$ cat src/rtl/aes128_pack_fifo.sv
// Write-side 128->512 packer: four cipher blocks per cache line, show-ahead output.
// Optional flush padding of a partial line is enabled with `define AES128_PACK_FLUSH_EN.
module aes128_pack_fifo #(
  parameter int AES128_PACK_DEPTH = 32
) (
  input  logic                               clk,
  input  logic                               reset,
  input  logic [127:0]                       enq_data,
  input  logic                               enq_en,
  output logic                               not_full,
  output logic [511:0]                       deq_data,
  output logic [3:0]                         deq_mask,
  input  logic                               deq_en,
  output logic                               not_empty,
  input  logic                               flush,
  output logic [$clog2(AES128_PACK_DEPTH):0] counter,
  output logic [$clog2(AES128_PACK_DEPTH):0] free_count
);

  localparam int DEPTH = AES128_PACK_DEPTH;
  localparam int PW    = $clog2(DEPTH);
  localparam int CW    = PW + 1;

  logic [127:0]  mem [DEPTH];
  logic [PW-1:0] wr_ptr;
  logic [PW-1:0] rd_ptr;
  logic [PW-1:0] wr_round;
  logic [CW-1:0] count;
  logic [CW-1:0] count_inc;
  logic [CW-1:0] count_nxt;
  logic          enq_ok;
  logic          deq_ok;
  logic          flush_ok;

  assign not_full   = count < CW'(DEPTH);
  assign not_empty  = count >= CW'(4);
  assign enq_ok     = enq_en & not_full;
  assign deq_ok     = deq_en & not_empty;
  assign counter    = count;
  assign free_count = CW'(DEPTH) - count;
  assign wr_round   = (wr_ptr | PW'(3)) + PW'(1);

`ifdef AES128_PACK_FLUSH_EN
  logic [DEPTH-1:0] vld;

  // wr_ptr[1:0] tracks count[1:0] because rd_ptr stays quad-aligned.
  assign flush_ok = flush & ~enq_en & (count[1:0] != 2'b00);
`else
  logic unused_flush;

  assign unused_flush = flush;
  assign flush_ok     = 1'b0;
`endif

  always_comb begin
    count_inc = '0;
    if (enq_ok)
      count_inc = CW'(1);
    else if (flush_ok)
      count_inc = CW'(3'd4 - {1'b0, count[1:0]});
    count_nxt = count + count_inc - (deq_ok ? CW'(4) : CW'(0));
  end

  always_ff @(posedge clk) begin
    if (reset) begin
      wr_ptr <= '0;
      rd_ptr <= '0;
      count  <= '0;
    end else begin
      count <= count_nxt;
      if (enq_ok)
        wr_ptr <= wr_ptr + PW'(1);
      else if (flush_ok)
        wr_ptr <= wr_round;
      if (deq_ok)
        rd_ptr <= rd_ptr + PW'(4);
    end
  end

  // Storage is deliberately left out of reset; only the valid bits are cleared.
  always_ff @(posedge clk) begin
    if (enq_ok) begin
      mem[wr_ptr] <= enq_data;
`ifdef AES128_PACK_FLUSH_EN
    end else if (flush_ok) begin
      for (int j = 0; j < 4; j++)
        if (2'(j) >= wr_ptr[1:0])
          mem[{wr_ptr[PW-1:2], 2'(j)}] <= '0;
`endif
    end
  end

`ifdef AES128_PACK_FLUSH_EN
  always_ff @(posedge clk) begin
    if (reset) begin
      vld <= '0;
    end else if (enq_ok) begin
      vld[wr_ptr] <= 1'b1;
    end else if (flush_ok) begin
      for (int j = 0; j < 4; j++)
        if (2'(j) >= wr_ptr[1:0])
          vld[{wr_ptr[PW-1:2], 2'(j)}] <= 1'b0;
    end
  end
`endif

  always_comb begin
    deq_data = '0;
    deq_mask = 4'hF;
    for (int i = 0; i < 4; i++) begin
      deq_data[128*i +: 128] = mem[{rd_ptr[PW-1:2], 2'(i)}];
`ifdef AES128_PACK_FLUSH_EN
      deq_mask[i] = vld[{rd_ptr[PW-1:2], 2'(i)}];
`endif
    end
  end

endmodule

$ cat config.mk
export PLATFORM = sky130hd
export DESIGN_NAME = aes128_pack_fifo
export DESIGN_NICKNAME = d
export VERILOG_FILES = /design/src/rtl/aes128_pack_fifo.sv
export SDC_FILE = /design/constraint.sdc
export NUM_CORES = 2
export LEC_CHECK = 0
export ABC_AREA = 1
export CORE_MARGIN = 3
export CORE_UTILIZATION = 40
export CTS_CLUSTER_DIAMETER = 200
export DETAILED_ROUTE_END_ITERATION = 7
export GPL_ROUTABILITY_DRIVEN = 0
export PLACE_DENSITY = 0.55
export SLEW_MARGIN = 10
export SYNTH_ARGS = -nofsm -noshare
export SYNTH_HDL_FRONTEND = slang
export SYNTH_SLANG_ARGS = --single-unit
$ cat constraint.sdc
create_clock -name clk -period 37.7 [get_ports clk]
set_input_delay 7.54 -clock clk [delete_from_list [all_inputs] [get_ports clk]]
set_output_delay 7.54 -clock clk [all_outputs]
set_load 0.05 [all_outputs]
==> out/metrics.cfg <==
[global_routing]
grt_pass1_wl_mm=672
grt-ovfl-total=0
antenna_found_initial=21
grt_pass1_vias=97600
grt_max_degree=251
track_usage=0.227

[die]
fp-row-count=230
io_pins=663
die_y_um=634
coreArea_um2=393000
initial_core_util=0.402
die_x_um=634
die-area_um2=402000

[worst_setup_path]
arrival_ns=7.76
rrSetupSlack_ns=32.32
slowest_stage=buf_4
max_stage_delay_ns=0.93
cp_max_fo=89
crit_buf_inv=6
crit_required_ns=30.16
path_common_cell=buf_4
r2r-start=counter[1]
timing.critical_path.cells=buf_4, buf_4, buf_4, buf_4, buf_4, o21ai_0, o22ai_1, nand2_1, nand2_1, clkdlybuf4s50_1
start_kind=flip-flop
cp_top_family=buffers and inverters
crit_type=flip-flop to primary output
crit_path_end_kind=primary output

[logic_synthesis]
synth_top_cells_by_count=4096 x edfxtp_1, 2093 x nor2_1, 1715 x o21ai_0
synth_ff_type=edfxtp_1
synthTopCellsByArea=edfxtp_1 78%, o21ai_0 5.4%, nor2_1 5.0%, o22ai_1 4.1%, nand2_1 3.7%
yosysMostFrequentCell=edfxtp_1
avgSynthCellArea_um2=13.5
ys_ff_latch=4113
ys_warn_count=0
synth_area_um2=158000
synth_top_area_frac=0.779
yosysSeqAreaShare=0.781
synth.distinct_cells=28
synthArstFlopShare=0
synth_edf_count=4096
yosys.area.top_type=edfxtp_1
netlist_instances=11700

[drt]
routedWlPerCell_um=26.4
dr.first_iter.drc_count=9525
final_antenna_net_count=0
dr.pass1.iters=6
remaining_drc_errors=0
vias=100000
viasPerCell=5.62
wl_mm=470

[sta]
max_freq_ghz=0.0654
relSlewSlack=-0.0342
finClkSkew_ns=0.0610
fin_tns_setup_ns=0
setup_violations=0
slew_violations=108
hold_viol=0
period_needed_ns=15.30
worst_pin_slew_ns=1.55
rsz0062_at_grt=no
period_share=0.406

[worst_hold_path]
worstHoldPathType=flip-flop to flip-flop
hold_start=rd_ptr[3]

[clock_tree]
path_clk_slew_ns=0.06
post_cts_buffers=0
cts.sinks=4113
clk_path_buf_depth=4
cts-buffers-inserted=424
cts_tree=built
worstSkewPairLatency_ns=0.98
h-tree-depth=5
hold_buffers=0
cts-root-buf=clkbuf_16
post_cts_resized=0

[placed_design]
dpl.hpwl_mm=249
dp.cells=17000
port_buffers=657

[pwr]
peakVddDrop_v=0.0000724
p_leak_uw=0.0602
powerDensity_nw_per_um2=74.3

[cells_and_area]
drive_above_1_share=0.0699
final_net_count=12400
synthToLayoutAreaGrowth_pct=15.9
final_cells=17800
fin_util=0.466

[run_status]
violations=max-slew violations
status=complete, but fails checks

[flow_run]
drv_cap=0

-- final timing paths --
check	endpoint	depth (start not counted)
hold / removal	flip-flop	2
hold reg to reg	flip-flop	2
setup reg to reg	mem[13][53]	10
setup / recovery	deq_data[213]	10
-- placed cells by master (no fill, tap or decap), types with 87 or more instances in the layout --
master | Yosys | final
nor2_1 | 2093 | 2065
clkinv_1 | 1 | 96
clkinv_2 | 1 | 87
nand2_1 | 1569 | 1569
o22ai_1 | 1024 | 1024
o21ai_1 | 339 | 339
clkdlybuf4s50_1 | 0 | 629
clkbuf_16 | 0 | 425
edfxtp_1 | 4096 | 4096
buf_4 | 51 | 204
o21ai_0 | 1715 | 1715
-- registers in the layout (all words and copies together), names as in the netlist, named ones only --
signal,flops
mem,4096
wr_ptr,5
rd_ptr,3
counter,6
-- routing by layer --
layer	track usage	wire [um]	part of all wire
met2	0.380	227000	0.48
met1	0.303	194000	0.41
met3	0.0323	31100	0.066
met5	0	77	0.00016
met4	0.0793	17800	0.038
-- layout make-up --
cell class	count	area, um^2
tap	5220	6530
inverter	27	141
clock buffer	510	11000
antenna	10	25.0
multi-input combinational	6797	31100
timing repair buffer	873	8210
clock inverter	263	2700
fill	34100	210000
sequential	4113	123000
-- worst reg2reg max path, cell delays in order, from the launching register on --
cell,delay [ns]
dfxtp_1,0.46
inv_1,0.12
ha_1,0.23
nand3_1,0.29
nand2_1,0.14
nor2_2,0.40
nand2_1,0.56
nor2_4,0.64
buf_4,0.66
buf_4,0.64
buf_4,0.78
-- stage by stage --
step	area [um^2]	total power, uW	hold WS (ns)	setup slack, ns
6_report	183000	13600	0.536	22.40
5_1_grt	183000	14200	0.572	22.05
4_1_cts	183000	13700	0.539	22.32
3_5_place_dp	169000	9610	0.519	23.29
3_3_place_gp	169000	9560	0.508	23.26
2_1_floorplan	158000	8000	0.466	20.47
-- kinds of logic (layout without fill, tap and decap cells) --
family	after synthesis	in the layout	synth area share
fa+ha+maj	18	18	0.00143
simple gates	3682	3682	0.0877
other cells	1	14	0.0000237
compound gates	3087	3087	0.106
flops	4113	4113	0.781
buf+inv	829	1673	0.0236
xor+xnor	6	6	0.000333
-- power by group --
part | internal, uW | total (uW) | switching, uW
registers | 5110 | 5140 | 31.3
logic | 1140 | 4350 | 3210
clock network | 2340 | 4120 | 1770
total | 8590 | 13600 | 5020
Power figures use the tool's default switching activity.
